[config.mk]
export PLATFORM = sky130hd
export DESIGN_NAME = pipe_ctrl_flat
export DESIGN_NICKNAME = d
export VERILOG_FILES = /design/src/rtl/pipe_ctrl_pkg.sv /design/src/rtl/pipe_ctrl_if.sv /design/src/rtl/pipe_ctrl_hazard_detect.sv /design/src/rtl/pipe_ctrl.sv /design/src/flat_wrapper.sv
export SDC_FILE = /design/constraint.sdc
export NUM_CORES = 1
export LEC_CHECK = 0
export ABC_AREA = 1
export BUFFER_PORTS_ARGS = -buffer_cell sky130_fd_sc_hd__buf_2
export CORE_ASPECT_RATIO = 0.8
export CORE_MARGIN = 8
export CORE_UTILIZATION = 59
export DETAILED_ROUTE_END_ITERATION = 8
export GPL_TIMING_DRIVEN = 0
export PLACE_DENSITY = 0.83
export SLEW_MARGIN = 0
export SYNTH_ARGS = -nofsm -noshare
export SYNTH_HDL_FRONTEND = slang
export SYNTH_SLANG_ARGS = --single-unit
[constraint.sdc]
create_clock -name clk_i -period 3.8 [get_ports clk_i]
set_input_delay 0.76 -clock clk_i [delete_from_list [all_inputs] [get_ports clk_i]]
set_output_delay 0.76 -clock clk_i [all_outputs]
set_load 0.005 [all_outputs]
[src/rtl/pipe_ctrl_pkg.sv]
`default_nettype none
// +----------------------------------------------------------------------------+
// | Module      : pipe_ctrl_pkg                                                |
// | Description : Shared definitions for the pipeline controller: FSM state    |
// |               encoding and the default timeout / counter-width values.     |
// | Ports       : none (package)                                               |
// | Revision    : 1.0 - initial release                                        |
// +----------------------------------------------------------------------------+
package pipe_ctrl_pkg;

    // Controller FSM states; the numeric values are visible on state_o.
    typedef enum logic [1:0] {
        ST_IDLE     = 2'd0,
        ST_RUN      = 2'd1,
        ST_MEM_WAIT = 2'd2,
        ST_HALT     = 2'd3
    } state_e;

    // Maximum number of MEM_WAIT cycles before the access is abandoned.
    localparam int c_TIMEOUT_DEFAULT = 64;
    // Width of the stall / flush performance counters.
    localparam int c_CNT_W_DEFAULT   = 16;

endpackage : pipe_ctrl_pkg
`default_nettype wire

[src/rtl/pipe_ctrl_if.sv]
`default_nettype none
// +----------------------------------------------------------------------------+
// | Module      : pipe_ctrl_if                                                 |
// | Description : Signal bundle between the pipeline datapath and its          |
// |               controller.                                                  |
// | Ports       : start_i, halt_i, idex_memread_i, idex_rd_i, ifid_rs1_i,      |
// |               ifid_rs2_i, branch_taken_i, dmem_req_i, dmem_ack_i           |
// |                 -> pipeline status into the controller                     |
// |               pc_write_o, ifid_write_o, exmem_write_o, memwb_write_o,      |
// |               ifid_flush_o, idex_bubble_o, state_o, timeout_o,             |
// |               stall_cnt_o, flush_cnt_o                                     |
// |                 -> controls and status out of the controller               |
// |               modport master : datapath side (drives the *_i signals)      |
// |               modport slave  : controller side (drives the *_o signals)    |
// | Revision    : 1.0 - initial release                                        |
// +----------------------------------------------------------------------------+
interface pipe_ctrl_if #(
    parameter int CNT_W = pipe_ctrl_pkg::c_CNT_W_DEFAULT
);
    logic             start_i;
    logic             halt_i;
    logic             idex_memread_i;
    logic [4:0]       idex_rd_i;
    logic [4:0]       ifid_rs1_i;
    logic [4:0]       ifid_rs2_i;
    logic             branch_taken_i;
    logic             dmem_req_i;
    logic             dmem_ack_i;

    logic             pc_write_o;
    logic             ifid_write_o;
    logic             exmem_write_o;
    logic             memwb_write_o;
    logic             ifid_flush_o;
    logic             idex_bubble_o;
    logic [1:0]       state_o;
    logic             timeout_o;
    logic [CNT_W-1:0] stall_cnt_o;
    logic [CNT_W-1:0] flush_cnt_o;

    modport master (
        output start_i, halt_i, idex_memread_i, idex_rd_i, ifid_rs1_i,
               ifid_rs2_i, branch_taken_i, dmem_req_i, dmem_ack_i,
        input  pc_write_o, ifid_write_o, exmem_write_o, memwb_write_o,
               ifid_flush_o, idex_bubble_o, state_o, timeout_o,
               stall_cnt_o, flush_cnt_o
    );

    modport slave (
        input  start_i, halt_i, idex_memread_i, idex_rd_i, ifid_rs1_i,
               ifid_rs2_i, branch_taken_i, dmem_req_i, dmem_ack_i,
        output pc_write_o, ifid_write_o, exmem_write_o, memwb_write_o,
               ifid_flush_o, idex_bubble_o, state_o, timeout_o,
               stall_cnt_o, flush_cnt_o
    );

endinterface : pipe_ctrl_if
`default_nettype wire

[src/rtl/pipe_ctrl_hazard_detect.sv]
`default_nettype none
// +----------------------------------------------------------------------------+
// | Module      : hazard_detect                                                |
// | Description : Load-use hazard compare. Flags when the instruction in ID/EX |
// |               is a load whose destination (other than x0) is a source of   |
// |               the instruction in IF/ID.                                    |
// | Ports       : i_memread  in  1  ID/EX instruction is a load                |
// |               i_rd       in  5  ID/EX destination register                 |
// |               i_rs1      in  5  IF/ID source register 1                    |
// |               i_rs2      in  5  IF/ID source register 2                    |
// |               o_hazard   out 1  load-use hazard present                    |
// | Revision    : 1.0 - initial release                                        |
// +----------------------------------------------------------------------------+
module hazard_detect (
    input  wire logic       i_memread,
    input  wire logic [4:0] i_rd,
    input  wire logic [4:0] i_rs1,
    input  wire logic [4:0] i_rs2,
    output logic            o_hazard
);

    // x0 is hardwired to zero, so a load into it never creates a dependency.
    always_comb begin
        o_hazard = i_memread && (i_rd != 5'd0) &&
                   ((i_rd == i_rs1) || (i_rd == i_rs2));
    end

endmodule : hazard_detect
`default_nettype wire

[src/rtl/pipe_ctrl.sv]
`default_nettype none
// +----------------------------------------------------------------------------+
// | Module      : pipe_ctrl                                                    |
// | Description : Five-stage pipeline controller. Generates stage-register     |
// |               load enables, IF/ID flush and ID/EX bubble for load-use      |
// |               hazards, branches and data-memory wait states; tracks a      |
// |               memory timeout and stall / flush performance counters.       |
// | Ports       : clk_i  in  1   clock, rising edge                            |
// |               rst_i  in  1   asynchronous reset, active low                |
// |               bus    slave   pipe_ctrl_if (status in, controls out)        |
// | Revision    : 1.0 - initial release                                        |
// +----------------------------------------------------------------------------+
module pipe_ctrl
    import pipe_ctrl_pkg::*;
#(
    parameter int TIMEOUT = c_TIMEOUT_DEFAULT,
    parameter int CNT_W   = c_CNT_W_DEFAULT
) (
    input  wire logic  clk_i,
    input  wire logic  rst_i,
    pipe_ctrl_if.slave bus
);

    localparam int c_WAIT_W = (TIMEOUT > 1) ? $clog2(TIMEOUT) : 1;

    state_e                r_state_q,     w_state_d;
    logic [c_WAIT_W-1:0]   r_wait_cnt_q,  w_wait_cnt_d;
    logic                  r_halt_lat_q,  w_halt_lat_d;
    logic                  r_timeout_q,   w_timeout_d;
    logic [CNT_W-1:0]      r_stall_cnt_q, w_stall_cnt_d;
    logic [CNT_W-1:0]      r_flush_cnt_q, w_flush_cnt_d;

    logic w_hazard;
    logic w_memstall;
    logic w_run_rules;
    logic w_pc_write;
    logic w_ifid_write;
    logic w_exmem_write;
    logic w_memwb_write;
    logic w_ifid_flush;
    logic w_idex_bubble;

    hazard_detect u_hazard_detect (
        .i_memread (bus.idex_memread_i),
        .i_rd      (bus.idex_rd_i),
        .i_rs1     (bus.ifid_rs1_i),
        .i_rs2     (bus.ifid_rs2_i),
        .o_hazard  (w_hazard)
    );

    // A request completed in the same cycle costs nothing.
    assign w_memstall = bus.dmem_req_i && !bus.dmem_ack_i;

    // ------------------------------------------------------------------
    // Next-state and control outputs. Outputs are purely combinational
    // so that a stall freezes the pipeline in the very cycle it is seen.
    // ------------------------------------------------------------------
    always_comb begin
        w_state_d     = r_state_q;
        w_wait_cnt_d  = r_wait_cnt_q;
        w_halt_lat_d  = r_halt_lat_q;
        w_timeout_d   = r_timeout_q;
        w_run_rules   = 1'b0;
        w_pc_write    = 1'b0;
        w_ifid_write  = 1'b0;
        w_exmem_write = 1'b0;
        w_memwb_write = 1'b0;
        w_ifid_flush  = 1'b0;
        w_idex_bubble = 1'b0;

        case (r_state_q)
            ST_IDLE: begin
                if (bus.start_i) begin
                    w_state_d = ST_RUN;
                end
            end

            ST_RUN: begin
                if (w_memstall) begin
                    // Memory stall wins over hazard and halt. A halt seen
                    // here is held until the outstanding access completes.
                    w_state_d    = ST_MEM_WAIT;
                    w_wait_cnt_d = '0;
                    w_halt_lat_d = bus.halt_i;
                end else begin
                    w_run_rules = 1'b1;
                    if (bus.halt_i) begin
                        w_state_d = ST_HALT;
                    end
                end
            end

            ST_MEM_WAIT: begin
                if (bus.dmem_ack_i) begin
                    // Completion cycle behaves like an ordinary RUN cycle.
                    w_run_rules  = 1'b1;
                    w_halt_lat_d = 1'b0;
                    w_state_d    = (r_halt_lat_q || bus.halt_i) ? ST_HALT : ST_RUN;
                end else if (r_wait_cnt_q == c_WAIT_W'(TIMEOUT - 1)) begin
                    w_timeout_d  = 1'b1;
                    w_halt_lat_d = 1'b0;
                    w_state_d    = ST_HALT;
                end else begin
                    w_wait_cnt_d = r_wait_cnt_q + 1'b1;
                    if (bus.halt_i) begin
                        w_halt_lat_d = 1'b1;
                    end
                end
            end

            default: begin
                // ST_HALT: everything held off; only reset leaves.
            end
        endcase

        if (w_run_rules) begin
            w_exmem_write = 1'b1;
            w_memwb_write = 1'b1;
            if (w_hazard) begin
                // Freeze PC and IF/ID, inject a bubble. The branch is not
                // taken now; it is resolved again once the load completes.
                w_idex_bubble = 1'b1;
            end else begin
                w_pc_write   = 1'b1;
                w_ifid_write = 1'b1;
                w_ifid_flush = bus.branch_taken_i;
            end
        end
    end

    // ------------------------------------------------------------------
    // Saturating performance counters
    // ------------------------------------------------------------------
    always_comb begin
        w_stall_cnt_d = r_stall_cnt_q;
        w_flush_cnt_d = r_flush_cnt_q;
        if (((r_state_q == ST_RUN) || (r_state_q == ST_MEM_WAIT)) &&
            !w_pc_write && (r_stall_cnt_q != '1)) begin
            w_stall_cnt_d = r_stall_cnt_q + 1'b1;
        end
        if (w_ifid_flush && (r_flush_cnt_q != '1)) begin
            w_flush_cnt_d = r_flush_cnt_q + 1'b1;
        end
    end

    always_ff @(posedge clk_i or negedge rst_i) begin
        if (!rst_i) begin
            r_state_q     <= ST_IDLE;
            r_wait_cnt_q  <= '0;
            r_halt_lat_q  <= 1'b0;
            r_timeout_q   <= 1'b0;
            r_stall_cnt_q <= '0;
            r_flush_cnt_q <= '0;
        end else begin
            r_state_q     <= w_state_d;
            r_wait_cnt_q  <= w_wait_cnt_d;
            r_halt_lat_q  <= w_halt_lat_d;
            r_timeout_q   <= w_timeout_d;
            r_stall_cnt_q <= w_stall_cnt_d;
            r_flush_cnt_q <= w_flush_cnt_d;
        end
    end

    assign bus.pc_write_o    = w_pc_write;
    assign bus.ifid_write_o  = w_ifid_write;
    assign bus.exmem_write_o = w_exmem_write;
    assign bus.memwb_write_o = w_memwb_write;
    assign bus.ifid_flush_o  = w_ifid_flush;
    assign bus.idex_bubble_o = w_idex_bubble;
    assign bus.state_o       = r_state_q;
    assign bus.timeout_o     = r_timeout_q;
    assign bus.stall_cnt_o   = r_stall_cnt_q;
    assign bus.flush_cnt_o   = r_flush_cnt_q;

endmodule : pipe_ctrl
`default_nettype wire

[src/flat_wrapper.sv]
// flat-port wrapper written by rule: the top's interface ports become plain ports
module pipe_ctrl_flat import pipe_ctrl_pkg::*;
#(
    parameter int TIMEOUT = c_TIMEOUT_DEFAULT,
    parameter int CNT_W   = c_CNT_W_DEFAULT
)
  (clk_i, rst_i, bus_start_i, bus_halt_i, bus_idex_memread_i, bus_idex_rd_i, bus_ifid_rs1_i, bus_ifid_rs2_i, bus_branch_taken_i, bus_dmem_req_i, bus_dmem_ack_i, bus_pc_write_o, bus_ifid_write_o, bus_exmem_write_o, bus_memwb_write_o, bus_ifid_flush_o, bus_idex_bubble_o, bus_state_o, bus_timeout_o, bus_stall_cnt_o, bus_flush_cnt_o);
  pipe_ctrl_if #(.CNT_W(CNT_W)) bus_i ();
  input  wire logic clk_i;
  input  wire logic rst_i;
  input wire logic [$bits(bus_i.start_i)-1:0] bus_start_i;
  input wire logic [$bits(bus_i.halt_i)-1:0] bus_halt_i;
  input wire logic [$bits(bus_i.idex_memread_i)-1:0] bus_idex_memread_i;
  input wire logic [$bits(bus_i.idex_rd_i)-1:0] bus_idex_rd_i;
  input wire logic [$bits(bus_i.ifid_rs1_i)-1:0] bus_ifid_rs1_i;
  input wire logic [$bits(bus_i.ifid_rs2_i)-1:0] bus_ifid_rs2_i;
  input wire logic [$bits(bus_i.branch_taken_i)-1:0] bus_branch_taken_i;
  input wire logic [$bits(bus_i.dmem_req_i)-1:0] bus_dmem_req_i;
  input wire logic [$bits(bus_i.dmem_ack_i)-1:0] bus_dmem_ack_i;
  output wire logic [$bits(bus_i.pc_write_o)-1:0] bus_pc_write_o;
  output wire logic [$bits(bus_i.ifid_write_o)-1:0] bus_ifid_write_o;
  output wire logic [$bits(bus_i.exmem_write_o)-1:0] bus_exmem_write_o;
  output wire logic [$bits(bus_i.memwb_write_o)-1:0] bus_memwb_write_o;
  output wire logic [$bits(bus_i.ifid_flush_o)-1:0] bus_ifid_flush_o;
  output wire logic [$bits(bus_i.idex_bubble_o)-1:0] bus_idex_bubble_o;
  output wire logic [$bits(bus_i.state_o)-1:0] bus_state_o;
  output wire logic [$bits(bus_i.timeout_o)-1:0] bus_timeout_o;
  output wire logic [$bits(bus_i.stall_cnt_o)-1:0] bus_stall_cnt_o;
  output wire logic [$bits(bus_i.flush_cnt_o)-1:0] bus_flush_cnt_o;
  assign bus_i.start_i = bus_start_i;
  assign bus_i.halt_i = bus_halt_i;
  assign bus_i.idex_memread_i = bus_idex_memread_i;
  assign bus_i.idex_rd_i = bus_idex_rd_i;
  assign bus_i.ifid_rs1_i = bus_ifid_rs1_i;
  assign bus_i.ifid_rs2_i = bus_ifid_rs2_i;
  assign bus_i.branch_taken_i = bus_branch_taken_i;
  assign bus_i.dmem_req_i = bus_dmem_req_i;
  assign bus_i.dmem_ack_i = bus_dmem_ack_i;
  assign bus_pc_write_o = bus_i.pc_write_o;
  assign bus_ifid_write_o = bus_i.ifid_write_o;
  assign bus_exmem_write_o = bus_i.exmem_write_o;
  assign bus_memwb_write_o = bus_i.memwb_write_o;
  assign bus_ifid_flush_o = bus_i.ifid_flush_o;
  assign bus_idex_bubble_o = bus_i.idex_bubble_o;
  assign bus_state_o = bus_i.state_o;
  assign bus_timeout_o = bus_i.timeout_o;
  assign bus_stall_cnt_o = bus_i.stall_cnt_o;
  assign bus_flush_cnt_o = bus_i.flush_cnt_o;
  pipe_ctrl #(.TIMEOUT(TIMEOUT), .CNT_W(CNT_W)) u_core (.clk_i(clk_i), .rst_i(rst_i), .bus(bus_i));
endmodule
Yosys cells after proc, flatten, opt, wreduce, memory -nomap -nowiden
Cells that the tools add are included.
{"block": "classes", "shifts": 0, "order_cmp": 0, "n_addsub": 3, "n_div": 0, "mul": 0, "n_reduce_logical": 19, "muxes": 26, "n_bitwise": 1, "n_eq_ne": 14}
{"operator": "$add 16x1->16 const B", "n": 2}
{"operator": "$ne 16x16->1 const B", "n": 2}
{"operator": "$mux 6", "n": 3}
{"operator": "$mux 1", "n": 13}
{"operator": "$mux 2", "n": 6}
{"operator": "$pmux 6 s2", "n": 1}
{"operator": "$eq 5x5->1", "n": 2}
{"operator": "$reduce_and 4->1", "n": 2}
{"operator": "$add 6x1->6 const B", "n": 1}
{"operator": "$eq 6x6->1 const B", "n": 1}
{"operator": "$logic_and 1x1->1", "n": 6}
{"operator": "$ne 2x2->1 const B", "n": 3}
{"operator": "$ne 3x2->1 const B", "n": 2}
{"operator": "$pmux 2 s3", "n": 1}
{"operator": "$reduce_and 3->1", "n": 2}
{"operator": "$reduce_bool 5->1", "n": 1}
{"operator": "$ne 4x3->1 const B", "n": 1}
{"operator": "$pmux 1 s2", "n": 2}
{"operator": "$logic_or 1x1->1", "n": 3}
{"operator": "$reduce_bool 3->1", "n": 1}
{"operator": "$eq 2x1->1 const B", "n": 1}
{"operator": "$eq 2x2->1 const B", "n": 1}
{"operator": "$logic_not 1->1", "n": 2}
{"operator": "$logic_not 2->1", "n": 1}
{"operator": "3 further kinds", "n": 3}
{"block": "word_totals", "input_bits": 23, "rom_bits": 0, "ram_bits": 0, "elab_cells": 69, "latchBits": 0, "memories": 0, "regBits": 42}

Longest topological paths before layout
{"block": "depth", "word_depth": 8, "depth_mapped": 12}

Modules after synthesis
From an unflattened synthesis, not the netlist that was laid out.
{"block": "hier_totals", "cells_unflattened": 430, "hier_area_um2": 2966.6}
{"mod": "pipe_ctrl", "cells_per_inst": 385, "instances": 1, "area_each_um2": 2771.4}
{"mod": "hazard_detect", "cells_per_inst": 45, "instances": 1, "area_each_um2": 195.2}

Worst setup path after synthesis
OpenSTA, ideal clock, no wires.
{"block": "synth_timing", "path_type": "register to output", "startpoint": "register u_core.r_state_q[0], in the netlist u_core.bus.state_o[0]", "endpoint": "output bus_pc_write_o", "arrival_ps": 1688, "path_buffers": 3, "path_slack_ps": 1352, "stages_incl_launch_ff": 10, "path_cell_list": "dfrtp_1 > inv_1 > ha_1 > buf_2 > inv_1 > a21oi_4 > inv_2 > a21oi_4 > buf_6 > buf_4"}
{"block": "synth_via", "elab_chain_cells": 3, "word_cells_on_any_way": 4, "classes_between": "eq/ne: 2; mux: 2"}
{"element": "start: declaration", "line_no": "pipe_ctrl.sv:26", "text": "state_e r_state_q, w_state_d;"}
{"element": "start signal: assignment", "line_no": "pipe_ctrl.sv:155", "text": "r_state_q <= w_state_d;"}
{"element": "$eq 2x2->1 or $eq 2x1->1 (tied branches)", "line_no": "pipe_ctrl.sv:71", "text": "case (r_state_q)"}
{"element": "$pmux 1 s2 *", "line_no": "pipe_ctrl.sv:71"}
{"element": "$mux 1 *"}
{"element": "end: declaration", "line_no": "flat_wrapper.sv:20", "text": "output wire logic [$bits(bus_i.pc_write_o)-1:0] bus_pc_write_o;"}
Every way passes the cells marked *; elsewhere a longest branch is shown, timed or not.

Worst setup path after layout
{"block": "layout_timing", "startpoint": "register u_core.r_state_q[0], in the netlist u_core.bus.state_o[0]", "endpoint": "output bus_pc_write_o"}
{"block": "layout_via", "elab_chain_cells": 3, "word_cells_on_any_way": 4, "classes_between": "eq/ne: 2; mux: 2"}
{"element": "$eq 2x2->1 or $eq 2x1->1 (tied branches)", "line_no": "pipe_ctrl.sv:71"}
{"element": "$pmux 1 s2 *", "line_no": "pipe_ctrl.sv:71"}
{"element": "$mux 1 *", "line_no": "pipe_ctrl.sv:116", "text": "if (w_run_rules) begin"}
Marks and branches as above.

==> summary.txt <==
STA
  • Maximum clock frequency: 0.320 GHz
  • Hold Vio Cnt, Final: 0
  • Worst-Margin Slew: 0.919 ns
  • TNS Setup: 0 ns
  • Worst setup margin: 0.674 ns
  • Layout Skew: 0.0134 ns
  • Final setup vio count: 0
  • Final min period: 3.13 ns
  • Final Max Slew Viols: 0
  • Final Cycle Share: 0.823
  • Hold Slack: 0.494 ns
  • RSZ-0062 raised after global routing: no
  • Worst slew margin: 0.387

Logic synthesis
  • Synth cell types: 29
  • Syn avg cell area: ~7.1 µm²
  • Async set-or-reset flop fraction in the synthesized netlist: 1.00
  • Synth top area share: 0.372
  • Leading area contributor after synthesis: dfrtp_1
  • Top cells by count, synth: nand2_1, inv_1, dfrtp_1, nand4_1, nor2_1
  • Predominant post-synthesis flop cell: dfrtp_1
  • Mapped Cells: 399
  • Syn Nets: 428
  • Sequential area share after synthesis: 0.372
  • Post-synth EDFFs: 0
  • Post-synthesis cell area: 2830 µm²
  • Yosys reg bits: 42
  • Count leader, synth: nand2_1
  • Main area contributors after synthesis: dfrtp_1, nand2_1, nand4_1
  • Yosys warning count: 0

Clock tree
  • Longest Clk Path Bufs: 2
  • Post-cts resize count: 0
  • CTS buffer count: 5
  • H-tree depth: 2
  • Clk sinks: 42
  • CTS tree: done
  • Skew-Pair Late Insertion Delay: about 0.3 ns
  • Clock root cell: clkbuf_8
  • CTS clk-pin slew, worst paths: 0.08 ns
  • Post-CTS Setup Bufs: 0
  • Hold_buf cts: 0

Global route
  • First-pass GRT wire length: 12000 µm
  • Vias in the first global route: 2679
  • Initial antenna violation count: 0
  • Overall global routing resource usage: 0.196
  • Largest net degree at the start of global routing: 43
  • Total global routing overflow: 0

Critical path
  • Worst reg-to-reg path cell count: 10
  • WP data arrival: 2.37 ns
  • CP startpoint kind: flip-flop
  • Critical path endpoint category: output port
  • Worst Path Max Fanout: 11
  • Critical path class: reg -> out
  • Crit path required time: 3.04 ns

Detailed routing
  • Initial DRC count: 200
  • Total number of vias: 2834
  • Routed Antenna Nets: 0
  • DRC: 0
  • Post-DR vias/cell: 5.35
  • Routed WL: 7070 µm
  • Wire length per cell: 13.3 µm
  • Drt pass-1 iters: 7

Die
  • FP Rows: 22
  • Die H: about 80 µm
  • Num ports: 64
  • Initial Util: 0.615
  • Die Area: 7270 µm²
  • Die width: 93.4 µm
  • Core Box Area: approximately 4600 µm²

Cells and area
  • Number of fill cells: 381
  • Total Nets Final: 498
  • Layout cells sized above 1: 0.204
  • Final Util: 0.731
  • Area Overhead vs Synth: 18.9%
  • Antenna cell count: 0

Pwr
  • Sequential power share: 0.331
  • Sw power: 0.726 mW
  • Logic pwr share: 0.423
  • Peak supply drop: 0.000356 V
  • Internal power: around 1.1 mW
  • Leak: 1.84 nW
  • Power per Cell Area: 533 nW/µm²
  • Clock network power share: 0.246
  • Sw Ratio: 0.406

Min path
  • Cell depth of the worst hold path: 1
  • Worst Hold Class: reg -> reg

Flow run
  • Max_cap viols: 0

Placed design
  • Setup WS pre-CTS: 0.948 ns
  • PortBufs: 63
  • Global placement routability congestion: 0.889
  • Detail Placement HPWL: 5330 µm

Outcome
  • Status: completed
-- registers in the layout (all words and copies together) (netlist names) --
signal and flops:
u_core.bus.flush_cnt_o 16, u_core.bus.stall_cnt_o 16, u_core.bus.state_o 2, u_core.bus.timeout_o 1
u_core.r_halt_lat_q 1, u_core.r_wait_cnt_q 6
-- layer usage --
metal,share of wire,wire [µm],GRT usage,vias up
li1,-,-,-,1424
met1,0.46,3220,0.252,1294
met2,0.46,3250,0.318,105
met3,0.075,531,0.0481,11
met4,0.0088,62,0.0578,0
met5,0,0,0,-
-- through the flow --
| step | area, µm² | power [mW] | cells |
|---|---|---|---|
| global route | 3360 | 1.93 | 530 |
| finish | 3360 | 1.79 | 530 |
| floorplan | 2830 | 1.11 | 399 |
| global placement | 3220 | 1.33 | 522 |
| CTS | 3360 | 1.80 | 530 |
| detailed placement | 3220 | 1.35 | 522 |
-- power by group through the flow --
stage	Clock, mW	Sequential [mW]	Combinational [mW]
2_1_floorplan	0	0.594	0.513
3_3_place_gp	0	0.594	0.737
3_5_place_dp	0	0.599	0.756
4_1_cts	0.446	0.591	0.759
5_1_grt	0.466	0.602	0.867
6_report	0.440	0.592	0.756
-- worst paths after layout --
| kind | from | end | slack (ns) |
|---|---|---|---|
| setup / recovery | u_core.bus.state_o[0] | bus_pc_write_o | 0.67 |
| hold / removal | u_core.bus.timeout_o | u_core.bus.timeout_o | 0.49 |
| setup reg to reg | u_core.bus.state_o[0] | u_core.bus.flush_cnt_o[3] | 1.69 |
| hold reg to reg | u_core.bus.timeout_o | u_core.bus.timeout_o | 0.49 |
| max in group asynchronous | rst_i | u_core.bus.flush_cnt_o[10] | 2.62 |
| min in group asynchronous | rst_i | u_core.bus.flush_cnt_o[5] | 0.59 |
-- worst max-delay path, stage by stage (launching register included) --
cell and delay (ns):
dfrtp_1 0.39, inv_1 0.09, ha_1 0.27, buf_2 0.20
inv_1 0.10, a21oi_4 0.27, inv_2 0.09, a21oi_4 0.25
buf_6 0.20, buf_4 0.11, buf_2 0.10
-- kinds of logic (layout without fill, tap and decap cells) --
logic type / Yosys count / in the layout / share of synthesized area
compound gates: 20 / 20 / 0.0505
buf+inv: 70 / 141 / 0.103
fa+ha+maj: 6 / 6 / 0.0266
simple gates: 238 / 238 / 0.377
flops: 42 / 42 / 0.372
xor+xnor: 23 / 23 / 0.0713
-- area by class of cell --
class	count	area (µm²)	share of cell area
Inverter	58	218	0.0648
Tap cell	60	75.1	0.0224
Clock inverter	2	60.1	0.0179
Multi-Input combinational cell	287	1480	0.442
Clock buffer	6	82.6	0.0246
Buffer	12	72.6	0.0216
Timing Repair Buffer	63	315	0.0939
Sequential cell	42	1050	0.313
-- cells in the final DEF (no fill, tap or decap), types with 3 or more instances in the layout --
cell / instances
inv_2: 7
nor2_2: 3
clkbuf_8: 6
buf_4: 5
o31ai_1: 3
clkbuf_1: 4
ha_1: 6
nor2_1: 33
nand2_2: 4
dfrtp_1: 42
buf_2: 64
nand4_1: 39
xor2_1: 16
a21oi_1: 3
nand3_1: 25
nand2_1: 126
o21ai_0: 7
xnor2_1: 7
nor3_1: 5
inv_1: 51
No activity file was read; power rests on OpenSTA's default activity.
